$ cat src/rtl/cavlc_pkg.sv
// cavlc_pkg -- shared constants, FSM encoding and helpers for the CAVLC block scanner.
// Rev 1.0
`default_nettype none

package cavlc_pkg;

  localparam int BLK_COEFFS = 16;
  localparam int COEFF_W    = 12;
  localparam int MAX_T1     = 3;
  localparam int IDX_W      = $clog2(BLK_COEFFS);

  typedef enum logic [1:0] {
    COLLECT = 2'd0,
    ISSUE   = 2'd1,
    RELEASE = 2'd2
  } state_t;

  // Only the lowest 'run' sign bits belong to real trailing ones.
  function automatic logic [2:0] t1_mask(input logic [1:0] run);
    case (run)
      2'd0:    t1_mask = 3'b000;
      2'd1:    t1_mask = 3'b001;
      2'd2:    t1_mask = 3'b011;
      default: t1_mask = 3'b111;
    endcase
  endfunction

endpackage

`default_nettype wire

$ cat src/rtl/cavlc_coeff_classify.sv
// cavlc_coeff_classify -- combinational nonzero / +-1 / sign decode of one coefficient.
// Rev 1.0
`default_nettype none

module cavlc_coeff_classify
  import cavlc_pkg::*;
(
  input  logic [COEFF_W-1:0] coeff,
  output logic               nonzero,
  output logic               is_one,
  output logic               sign
);

  // -2048 (only the MSB set) is nonzero and never matches +-1.
  assign nonzero = |coeff;
  assign is_one  = (coeff == COEFF_W'(1)) || (coeff == {COEFF_W{1'b1}});
  assign sign    = coeff[COEFF_W-1];

endmodule

`default_nettype wire

$ cat src/rtl/cavlc_block_scan.sv
// cavlc_block_scan -- gathers TotalCoeff/TrailingOnes/total_zeros over a 4x4 block
// and hands the statistics to the coeff-token encoder. Rev 1.0
`default_nettype none

module cavlc_block_scan
  import cavlc_pkg::*;
(
  input  logic               clk,
  input  logic               rst,
  input  logic               coeff_valid,
  input  logic [COEFF_W-1:0] coeff_in,
  input  logic [3:0]         nc_in,
  output logic               coeff_ready,
  output logic [3:0]         nC,
  output logic [4:0]         NZQs,
  output logic [1:0]         T1,
  output logic [3:0]         total_zeros,
  output logic [2:0]         t1_signs,
  output logic               start_coeff_token,
  input  logic               finish_coeff_token,
  output logic               blk_done
);

  state_t state, state_nx;

  logic [IDX_W-1:0] idx;
  logic [IDX_W-1:0] last_idx;
  logic [2:0]       signs;
  logic             nonzero, is_one, sign;
  logic             accept;
  logic             release_blk;

  logic [4:0]       nz_nx;
  logic [1:0]       run_nx;
  logic [2:0]       signs_nx;
  logic [IDX_W-1:0] last_nx;
  logic [3:0]       tz_nx;

  cavlc_coeff_classify u_classify (
    .coeff   (coeff_in),
    .nonzero (nonzero),
    .is_one  (is_one),
    .sign    (sign)
  );

  assign accept      = coeff_valid && (state == COLLECT);
  assign release_blk = (state == ISSUE) && finish_coeff_token;

  always_ff @(posedge clk or negedge rst) begin
    if (!rst) state <= COLLECT;
    else      state <= state_nx;
  end

  always_comb begin
    state_nx          = state;
    coeff_ready       = 1'b0;
    start_coeff_token = 1'b0;
    blk_done          = 1'b0;
    case (state)
      COLLECT: begin
        coeff_ready = 1'b1;
        if (accept && (idx == IDX_W'(BLK_COEFFS - 1))) state_nx = ISSUE;
      end
      ISSUE: begin
        start_coeff_token = 1'b1;
        if (finish_coeff_token) state_nx = RELEASE;
      end
      RELEASE: begin
        blk_done = 1'b1;
        state_nx = COLLECT;
      end
      default: state_nx = COLLECT;
    endcase
  end

  // The T1 output register doubles as the saturating trailing-ones run.
  always_comb begin
    nz_nx    = NZQs;
    run_nx   = T1;
    signs_nx = signs;
    last_nx  = last_idx;
    if (nonzero) begin
      nz_nx   = NZQs + 5'd1;
      last_nx = idx;
      if (is_one) begin
        run_nx   = (T1 == 2'(MAX_T1)) ? T1 : T1 + 2'd1;
        signs_nx = {signs[1:0], sign};
      end else begin
        run_nx = 2'd0;
      end
    end
    // Result always fits 0..15, so modulo-16 arithmetic is exact (covers NZQs = 16).
    tz_nx = (nz_nx == 5'd0) ? 4'd0 : (last_nx + 4'd1 - nz_nx[3:0]);
  end

  always_ff @(posedge clk or negedge rst) begin
    if (!rst) begin
      idx         <= '0;
      last_idx    <= '0;
      signs       <= '0;
      nC          <= '0;
      NZQs        <= '0;
      T1          <= '0;
      total_zeros <= '0;
      t1_signs    <= '0;
    end else if (release_blk) begin
      idx         <= '0;
      last_idx    <= '0;
      signs       <= '0;
      nC          <= '0;
      NZQs        <= '0;
      T1          <= '0;
      total_zeros <= '0;
      t1_signs    <= '0;
    end else if (accept) begin
      idx         <= idx + IDX_W'(1);
      last_idx    <= last_nx;
      signs       <= signs_nx;
      NZQs        <= nz_nx;
      T1          <= run_nx;
      total_zeros <= tz_nx;
      t1_signs    <= signs_nx & t1_mask(run_nx);
      if (idx == '0) nC <= nc_in;
    end
  end

endmodule

`default_nettype wire

$ cat config.mk
export PLATFORM = sky130hd
export DESIGN_NAME = cavlc_block_scan
export DESIGN_NICKNAME = d
export VERILOG_FILES = /design/src/rtl/cavlc_pkg.sv /design/src/rtl/cavlc_coeff_classify.sv /design/src/rtl/cavlc_block_scan.sv
export SDC_FILE = /design/constraint.sdc
export NUM_CORES = 1
export LEC_CHECK = 0
export ABC_AREA = 1
export CAP_MARGIN = 10
export CORE_UTILIZATION = 54
export CTS_BUF_LIST = sky130_fd_sc_hd__clkbuf_16
export CTS_CLUSTER_DIAMETER = 80
export CTS_CLUSTER_SIZE = 20
export DETAILED_ROUTE_END_ITERATION = 12
export PLACE_DENSITY_LB_ADDON = 0.25
export REMOVE_ABC_BUFFERS = 1
export SETUP_SLACK_MARGIN = 0.1
export SLEW_MARGIN = 20
export SYNTH_ARGS = -nofsm -noshare
export SYNTH_HDL_FRONTEND = slang
export SYNTH_SLANG_ARGS = --single-unit
export TNS_END_PERCENT = 1
$ cat constraint.sdc
create_clock -name clk -period 4.8 [get_ports clk]
set_clock_uncertainty 0.05 [all_clocks]
set_input_delay 1.2 -clock clk [delete_from_list [all_inputs] [get_ports clk]]
set_output_delay 1.2 -clock clk [all_outputs]
set_load 0.01 [all_outputs]
==> flow_metrics.tcl, run 1 <==
set metrics [dict create \
    root_buffer "clkbuf_16" \
    cts_tree "yes" \
    crit_fanout 22 \
    peakVddDrop_v 0.000249 \
    setup_tns_ns 0 \
    coreArea_um2 3100 \
    period_needed_ns 3.70 \
    die_area_um2 3560 \
    final_max_slew_viol_count 0 \
    drive_gt1_frac 0.0889 \
    reg2reg_depth 14 \
    power_density_nw_per_um2 584 \
    wire_per_inst_um 12.2 \
    avgSynthCellArea_um2 7.94 \
    pin_count 41 \
    rsz0062_at_grt "no" \
    netlist_top_cells_count "57 x nand2_1, 35 x inv_1, 31 x dfrtp_1" \
    worstPathRequired_ns 4.91 \
    grt_max_degree 32 \
    r2r-start "NZQs[0]" \
    antenna_found_initial 0 \
    r2r-end "total_zeros[3]" \
    areaGrowthSynthToFinish_pct 31.4 \
    synth_area_leaders "dfrtp_1 43%, nand2_1 12%, inv_1 7.3%, nand3_1 5.6%, ha_1 4.9%" \
    drc 0 \
    grt_pass1_wl_mm 6.70 \
    cts_setup_buffers 0 \
    routed_wl_mm 3.84 \
    fmax_ghz 0.270 \
    first_global_vias 1574 \
    ys_types 28 \
    start_kind "primary input" \
    synth-edff-count 0 \
    critPathKind "in2reg" \
    overflow 0 \
    critPathLaunch "coeff_in[3]" \
    cts_hold_buf 0 \
    endpoint_kind "flop" \
    synth_top_area_frac 0.432 \
    synth_top_area_cell "dfrtp_1" \
    combPwrFrac 0.479 \
    first_iter_violations 76 \
    p_leak_nw 1.18 \
    num_vias 1649 \
    via_per_inst 5.25 \
    tightest_slew_ns 0.449 \
    seqPwrFrac 0.312 \
    cts_sinks 31 \
    cts_resized 0 \
    clk_pin_slew_ns 0.05 \
    first_pass_iters 4 \
    fin_nets 297 \
    synth_warnings 0 \
    row_count 20 \
    fp.dieH_um 59.7 \
    fin_area_um2 2360 \
    status "completed" \
    place_area_um2 2220 \
    setup.worst_path.end "total_zeros[3]" \
    htreeDepth 2 \
    hold_path.class "reg2reg" \
    final_util 0.760 \
    cp.arrival_ns 3.81 \
    p_sw_frac 0.390 \
    cts_buffer_depth 2 \
    p_int_mw 0.840 \
    synthCells 226 \
    seq_area_frac_synth 0.432 \
    synthArstFlopShare 1.00 \
    ant_nets 0 \
    die_x_um 59.7 \
    track_usage 0.257 \
    synth-seq-cells 31 \
    setup_viol 0 \
    rrSetupSlack_ns 2.39 \
    hpwlAfterDp_mm 2.80 \
    clk_latency_ns 0.27 \
    p_switching_mw 0.538 \
    synthFlopType "dfrtp_1" \
    antennaDiodeCount 0 \
    finalHoldViolCount 0 \
    clkPwrFrac 0.209 \
    syn_area_um2 1800 \
    numCtsBuffers 5 \
    period_share 0.771 \
    synthMostInstantiatedCell "nand2_1" \
    maxSlewHeadroom 0.700 \
    start_util 0.579 \
    gp_congestion 0.841 \
    drv_cap 0 \
    io_buffers 40 \
]
area by class of cell:
class | instances | area, um^2
multi-input cells | 154 | 848
flip-flops and latches | 31 | 776
fillers | 253 | 743
repair buffers | 41 | 408
inverters | 36 | 135
clock buffers | 5 | 125
well taps | 44 | 55.1
clock inverters | 3 | 12.5
critical path, stage by stage:
cell,delay (ns)
clkdlybuf4s50_1,0.45
nor2_2,0.12
nand2_1,0.10
nor2_4,0.19
nand2_4,0.20
nand2_1,0.14
o21ai_2,0.08
ha_1,0.29
inv_1,0.06
ha_1,0.13
inv_1,0.04
fa_1,0.37
xnor2_1,0.18
inv_1,0.06
nand2_1,0.06
nand2_1,0.04
nand2_1,0.05
nand2_1,0.04
worst min path at each step:
stage                         startpoint        endpoint  slack [ns]  depth (start not counted)
after global placement    total_zeros[1]  total_zeros[1]        0.41                          2
final                     total_zeros[1]  total_zeros[1]        0.43                          2
after CTS                 total_zeros[2]  total_zeros[2]        0.43                          2
after global routing      total_zeros[3]  total_zeros[3]        0.46                          2
after floorplan                   idx[3]          idx[3]        0.43                          1
after detailed placement  total_zeros[2]  total_zeros[2]        0.42                          2
sequential cells by signal, summed over array words and instances (netlist names):
register and flops:
signs 3, last_idx 4, idx 4, nC 4
total_zeros 4, t1_signs 3, NZQs 5, state 2
T1 2
per-stage QoR:
stage	cells	hold WS, ns	setup slack (ns)	total power [mW]
2_1_floorplan	221	0.426	1.48	0.865
3_3_place_gp	306	0.413	0.891	1.07
3_5_place_dp	306	0.419	0.804	1.09
4_1_cts	314	0.433	1.10	1.39
5_1_grt	314	0.459	0.846	1.52
6_report	314	0.429	1.10	1.38
logic make-up (layout without fill, tap and decap cells):
group           count (synthesis)  after routing  share of synthesized area
simple gates                  107            107                      0.282
xor+xnor                        2              2                    0.00976
compound gates                 37             37                      0.121
buf+inv                        41             85                     0.0955
flops                          31             31                      0.432
fa+ha+maj                       8              8                     0.0599
metal layers:
layer / routed length (um) / global-route usage / part of all wire
met2: 1930 / 0.441 / 0.50
met1: 1670 / 0.310 / 0.44
met4: 51 / 0.0831 / 0.013
met5: 0 / 0 / 0
met3: 184 / 0.0736 / 0.048
power groups by stage:
stage | clock, mW | sequential (mW) | combinational, mW
2_1_floorplan | 0 | 0.438 | 0.427
3_3_place_gp | 0 | 0.428 | 0.643
3_5_place_dp | 0 | 0.431 | 0.657
4_1_cts | 0.295 | 0.429 | 0.666
5_1_grt | 0.309 | 0.441 | 0.769
6_report | 0.288 | 0.430 | 0.660
layout by cell type (no fill, tap or decap):
| cell | synthesis | final |
|---|---|---|
| o21ai_0 | 16 | 16 |
| a21oi_1 | 2 | 2 |
| inv_2 | 1 | 1 |
| a22o_1 | 1 | 1 |
| nor2_2 | 3 | 3 |
| xnor2_1 | 2 | 2 |
| nand3_2 | 1 | 1 |
| clkbuf_16 | 0 | 5 |
| clkinv_2 | 0 | 1 |
| buf_4 | 0 | 1 |
| o22ai_1 | 6 | 6 |
| nor3_1 | 1 | 1 |
| o31ai_1 | 2 | 2 |
| nand2_2 | 4 | 4 |
| nand3_1 | 20 | 20 |
| o21ai_1 | 5 | 5 |
| nor2_4 | 2 | 2 |
| o211ai_1 | 2 | 2 |
| ha_1 | 7 | 7 |
| nor2_1 | 10 | 10 |
| nand2_4 | 2 | 2 |
| nand2_1 | 57 | 57 |
| dfrtp_1 | 31 | 31 |
| o21ai_2 | 3 | 3 |
| inv_1 | 35 | 37 |
| nand4_1 | 6 | 6 |
| nor4_2 | 1 | 1 |
| clkdlybuf4s50_1 | 0 | 40 |
| fa_1 | 1 | 1 |
No activity file was read; power rests on OpenSTA's default activity.
==> run 2, diff against run 1 <==
- CORE_UTILIZATION: 54 -> 45
- clock period: 4.8 -> 3.1 ns (I/O delays scaled with it)
==> run 2 against run 1 <==
  * Sequential power grew 54%
  * Die area grew 19%
  * Clock-buffer cell count unchanged
  * Design area grew 8.1%
  * Worst hold slack got worse by 0.0046 ns
  * First-iteration DRC count fell by 21%
  * Combinational power is 77% higher
  * Clock power grew 64%
  * Non-clock buffer count rose by 19
  * Setup slack lost 0.82 ns
  * Critical path type unchanged
  * Critical endpoint unchanged
  * Largest power group unchanged
  * Highest routed layer unchanged
==> flow_metrics.tcl, run 2 (same netlist as run 1, synthesis figures left out) <==
set metrics [dict create \
    drv_cap 0 \
    critPathLaunch "coeff_in[6]" \
    cts_sinks 31 \
    largest_reg_flops 5 \
    endpoint_kind "flop" \
    worstPathRequired_ns 3.22 \
    pin_count 41 \
    p_int_mw 1.39 \
    fp.dieH_um 65.2 \
    reg2reg_depth 14 \
    rrSetupSlack_ns 0.72 \
    period_needed_ns 2.82 \
    place_area_um2 2360 \
    row_count 22 \
    status "completed" \
    areaGrowthSynthToFinish_pct 42.0 \
    via_per_inst 5.03 \
    first_iter_violations 60 \
    num_vias 1695 \
    fmax_ghz 0.355 \
    cp.arrival_ns 2.94 \
    htreeDepth 2 \
    r2r-end "total_zeros[3]" \
    gp_congestion 0.842 \
    ant_nets 0 \
    r2r-start "NZQs[0]" \
    p_sw_frac 0.395 \
    max_flop_register "NZQs" \
    numCtsBuffers 5 \
    antenna_found_initial 0 \
    fin_area_um2 2550 \
    p_switching_mw 0.909 \
    routed_wl_mm 4.14 \
    cp_slowest_cell "fa_2" \
    power_density_nw_per_um2 903 \
    grt_max_degree 32 \
    start_kind "primary input" \
    worstPathCellList "dlygate4sd2_1 -> nor2_1 -> nand2_1 -> nor2_4 -> nand2_4 -> nand2_2 -> o21ai_2 -> ha_1 -> inv_1 -> ha_2 -> inv_2 -> fa_2 -> xnor2_2 -> inv_1 -> nand2_1 -> nand2_1 -> nand2_1 -> nand2_1" \
    wire_per_inst_um 12.3 \
    grt_pass1_wl_mm 7.22 \
    overflow 0 \
    setup_viol 0 \
    first_pass_iters 4 \
    setup_tns_ns 0 \
    drive_gt1_frac 0.187 \
    die_area_um2 4250 \
    combPwrFrac 0.507 \
    clk_pin_slew_ns 0.05 \
    drc 0 \
    die_x_um 65.2 \
    finalHoldViolCount 0 \
    cpPeakStageDelay_ns 0.34 \
    start_util 0.480 \
    p_leak_nw 1.29 \
    cpMostUsedCell "nand2_1" \
    maxSlewHeadroom 0.670 \
    root_buffer "clkbuf_16" \
    track_usage 0.227 \
    antennaDiodeCount 0 \
    rsz0062_at_grt "no" \
    final_max_slew_viol_count 0 \
    final_common_cell "nand2_1" \
    clk_latency_ns 0.28 \
    first_global_vias 1607 \
    io_buffers 40 \
    fin_nets 316 \
    fin_hold_ws_ns 0.424 \
    crit_fanout 8 \
    setup.worst_path.end "total_zeros[3]" \
    layout_common_cells "54 x nand2_1, 33 x inv_1, 31 x dfrtp_1" \
    tightest_slew_ns 0.494 \
    cts_buffer_depth 2 \
    cts_hold_buf 0 \
    fillers 346 \
    coreArea_um2 3740 \
    critPathKind "in2reg" \
    seqPwrFrac 0.288 \
    peakVddDrop_v 0.000396 \
    hold_path.class "reg2reg" \
    hpwlAfterDp_mm 2.86 \
    cts_tree "yes" \
    period_share 0.910 \
    clkPwrFrac 0.205 \
]
## run 2: changes by cell type in the layout (fill, tap and decap cells not counted), moves of 2 or more
cell             before  now
buf_4                 1   18
clkdlybuf4s50_1      40   28
dlygate4sd2_1         0   11
inv_1                37   33
nand2_1              57   54
nand2_2               4    7
clkinvlp_4            0    2
ha_1                  7    5
ha_2                  0    2
inv_2                 1    3
## run 2: worst max-delay path, delay by kind of cell
family	cells	cell delay (ns)
compound gates	1	0.06
xor+xnor	1	0.15
fa+ha+maj	3	0.79
buf+inv	4	0.40
simple gates	9	0.75
## run 2: layout make-up
class | instances | area [um^2] | area share
clock buffers | 5 | 125 | 0.0491
clock inverters | 3 | 20.0 | 0.00785
inverters | 36 | 135 | 0.0530
multi-input cells | 154 | 878 | 0.344
flip-flops and latches | 31 | 776 | 0.304
well taps | 48 | 60.1 | 0.0236
repair buffers | 60 | 556 | 0.218
## run 2: through the flow
step	setup slack [ns]	instances	util	total power [mW]
final	0.279	337	0.681	2.30
after detailed placement	-0.277	326	0.630	1.76
after CTS	0.138	336	0.678	2.30
after global routing	0.106	337	0.681	2.52
after global placement	-0.192	326	0.630	1.73
after floorplan	0.201	221	-	1.34
## run 2: how the worst min path moves through the flow
stage / from / to / slack, ns / cells after the start
2_1_floorplan: rst / NZQs[0] / 0.43 / 0
3_3_place_gp: total_zeros[2] / total_zeros[2] / 0.41 / 2
3_5_place_dp: total_zeros[2] / total_zeros[2] / 0.42 / 2
4_1_cts: total_zeros[2] / total_zeros[2] / 0.43 / 2
5_1_grt: total_zeros[3] / total_zeros[3] / 0.44 / 2
6_report: total_zeros[2] / total_zeros[2] / 0.42 / 2
## run 2: what timing repair did
item	4_1_cts	5_1_grt
endpoints found under the setup margin	1	1
setup buffers	2	1
resized for setup	21	2
hold endpoints to repair	0	0
pin swaps	14	6
## run 2: routing by layer
metal / track usage / vias to the layer above / part of all wire
met1: 0.277 / 784 / 0.44
met3: 0.0660 / 5 / 0.052
met5: 0 / - / 0
li1: - / 859 / -
met2: 0.378 / 47 / 0.49
met4: 0.0870 / 0 / 0.015
## run 2: power groups by stage
stage | clock [mW] | combinational, mW | sequential (mW)
4_1_cts | 0.482 | 1.16 | 0.663
3_5_place_dp | 0 | 1.09 | 0.670
6_report | 0.472 | 1.17 | 0.663
2_1_floorplan | 0 | 0.661 | 0.679
3_3_place_gp | 0 | 1.06 | 0.663
5_1_grt | 0.500 | 1.33 | 0.686
==> run 3, diff against run 2 <==
- RECOVER_POWER: default -> 100
==> run 3 against run 2 <==
  * Wire length is 1.5% lower
  * The run now ends with capacitance limit, slew limit left
  * Fmax fell by 0.17%
  * Register-to-register slack hardly changed
  * Combinational power shrank 4%
  * Die area unchanged
  * First-iteration DRC count rose by 12%
  * Clock power hardly changed
  * Critical path type unchanged
  * Clock-buffer cell count is the same
  * Design area down 0.88%
  * Largest power group unchanged
  * Highest routed layer unchanged
  * Cell count did not move
==> flow_metrics.tcl, run 3 (same netlist as run 1, synthesis figures left out) <==
set metrics [dict create \
    fin_hold_ws_ns 0.422 \
    final_max_slew_viol_count 32 \
    grt_max_degree 32 \
    die_area_um2 4250 \
    worstPathRequired_ns 3.22 \
    cts_hold_buf 0 \
    hp-start "total_zeros[2]" \
    max_flop_register "NZQs" \
    cpMostUsedCell "nand2_1" \
    largest_reg_flops 5 \
    start_kind "primary input" \
    maxSlewHeadroom -0.0833 \
    r2r-start "NZQs[0]" \
    row_count 22 \
    first_iter_violations 67 \
    period_needed_ns 2.83 \
    pin_count 41 \
    areaGrowthSynthToFinish_pct 40.8 \
    critPathKind "in2reg" \
    io_buffers 40 \
    setup_tns_ns 0 \
    ant_nets 0 \
    coreArea_um2 3740 \
    clkPwrFrac 0.210 \
    power_density_nw_per_um2 891 \
    fin_nets 316 \
    final_common_cell "nand2_1" \
    track_usage 0.227 \
    finalPower_mw 2.25 \
    setup_viol 0 \
    routed_wl_mm 4.08 \
    crit_fanout 8 \
    numCtsBuffers 5 \
    start_util 0.480 \
    rsz0062_at_grt "no" \
    antennaDiodeCount 0 \
    cpPeakStageDelay_ns 0.34 \
    num_vias 1673 \
    drv_cap 1 \
    fillers 353 \
    tightest_slew_ns 1.62 \
    peakVddDrop_v 0.000396 \
    finalHoldViolCount 0 \
    fp.dieH_um 65.2 \
    fin_cells 337 \
    clk_latency_ns 0.28 \
    layout_common_cells "56 x nand2_1, 34 x inv_1, 31 x dfrtp_1" \
    first_pass_iters 4 \
    status "finished with violations" \
    pre_cts_ws_ns -0.277 \
    combPwrFrac 0.497 \
    endpoint_kind "flop" \
    wire_per_inst_um 12.1 \
    setup_ws_ns 0.275 \
    period_share 0.911 \
    clk_pin_slew_ns 0.05 \
    drc 0 \
    dp_cells 326 \
    hpwlAfterDp_mm 2.86 \
    cts_sinks 31 \
    cts_buffer_depth 2 \
    violations "capacitance limit, slew limit" \
    via_per_inst 4.96 \
    gp_congestion 0.842 \
    grt_pass1_wl_mm 7.22 \
    die_x_um 65.2 \
    worstPathCellList "dlygate4sd2_1 -> nor2_1 -> nand2_1 -> nor2_4 -> nand2_4 -> nand2_2 -> o21ai_2 -> ha_1 -> inv_1 -> ha_2 -> inv_2 -> fa_2 -> xnor2_2 -> inv_1 -> nand2_1 -> nand2_1 -> nand2_1 -> nand2_1" \
    cp.arrival_ns 2.95 \
    fmax_ghz 0.354 \
    place_area_um2 2360 \
    p_switching_mw 0.897 \
    cp_slowest_cell "fa_2" \
    first_global_vias 1607 \
    drive_gt1_frac 0.163 \
    p_leak_nw 1.33 \
    final_util 0.675 \
    overflow 0 \
    antenna_found_initial 0 \
    root_buffer "clkbuf_16" \
    fin_area_um2 2530 \
    p_int_mw 1.36 \
    htreeDepth 2 \
    seqPwrFrac 0.293 \
    critPathLaunch "coeff_in[6]" \
    cts_tree "yes" \
    p_sw_frac 0.398 \
    hold_path.class "reg2reg" \
]
## run 3: cell count changes in the layout (fill, tap and decap cells not counted)
cell,change
nand2_1,+2
inv_1,+1
dlygate4sd3_1,+23
inv_2,-1
nor4_1,+1
o21ai_1,-2
nand2_2,-2
clkbuf_1,+3
o21ai_0,+2
buf_4,-3
nor4_2,-1
clkdlybuf4s50_1,-23
## run 3: worst max-delay path: cells and delay by family
| kind | cells | cell delay [ns] |
|---|---|---|
| and+or+nand+nor | 9 | 0.75 |
| xor gates and xnor gates | 1 | 0.15 |
| buffers and inverters | 4 | 0.40 |
| adders and majority gates | 3 | 0.79 |
| AOI/OAI and AO/OA | 1 | 0.06 |
## run 3: power groups by stage
| stage | registers (mW) | logic [mW] | clock network (mW) |
|---|---|---|---|
| 2_1_floorplan | 0.679 | 0.661 | 0 |
| 3_3_place_gp | 0.663 | 1.06 | 0 |
| 3_5_place_dp | 0.670 | 1.09 | 0 |
| 4_1_cts | 0.663 | 1.16 | 0.482 |
| 5_1_grt | 0.683 | 1.28 | 0.500 |
| 6_report | 0.660 | 1.12 | 0.474 |
## run 3: final cells by class
| type | instances | area (um^2) | area share |
|---|---|---|---|
| inverter | 36 | 135 | 0.0535 |
| clock buffer | 5 | 125 | 0.0495 |
| timing repair buffer | 60 | 544 | 0.215 |
| clock inverter | 3 | 20.0 | 0.00792 |
| sequential | 31 | 776 | 0.307 |
| multi-input combinational | 154 | 867 | 0.343 |
| tap | 48 | 60.1 | 0.0238 |
## run 3: layer usage
metal,up-vias,global-route usage,wire [um]
met5,-,0,0
met4,0,0.0870,63
met3,5,0.0660,180
met2,32,0.378,1990
met1,777,0.277,1850
li1,859,-,-
## run 3: path summary, 6_finish.rpt
kind | slack, ns | endpoint | cells after the start
min in group asynchronous | 1.39 | NZQs[2] | 2
setup / recovery | 0.27 | total_zeros[3] | 18
hold reg to reg | 0.42 | total_zeros[2] | 2
hold / removal | 0.42 | total_zeros[2] | 2
setup reg to reg | 0.72 | total_zeros[3] | 14
max in group asynchronous | 0.66 | signs[0] | 2
## run 3: timing repair
action,in CTS,in global routing
resized for setup,21,2
pin swaps,14,6
endpoints found under the hold margin,0,0
setup endpoints to repair,1,1
buffers inserted,2,1
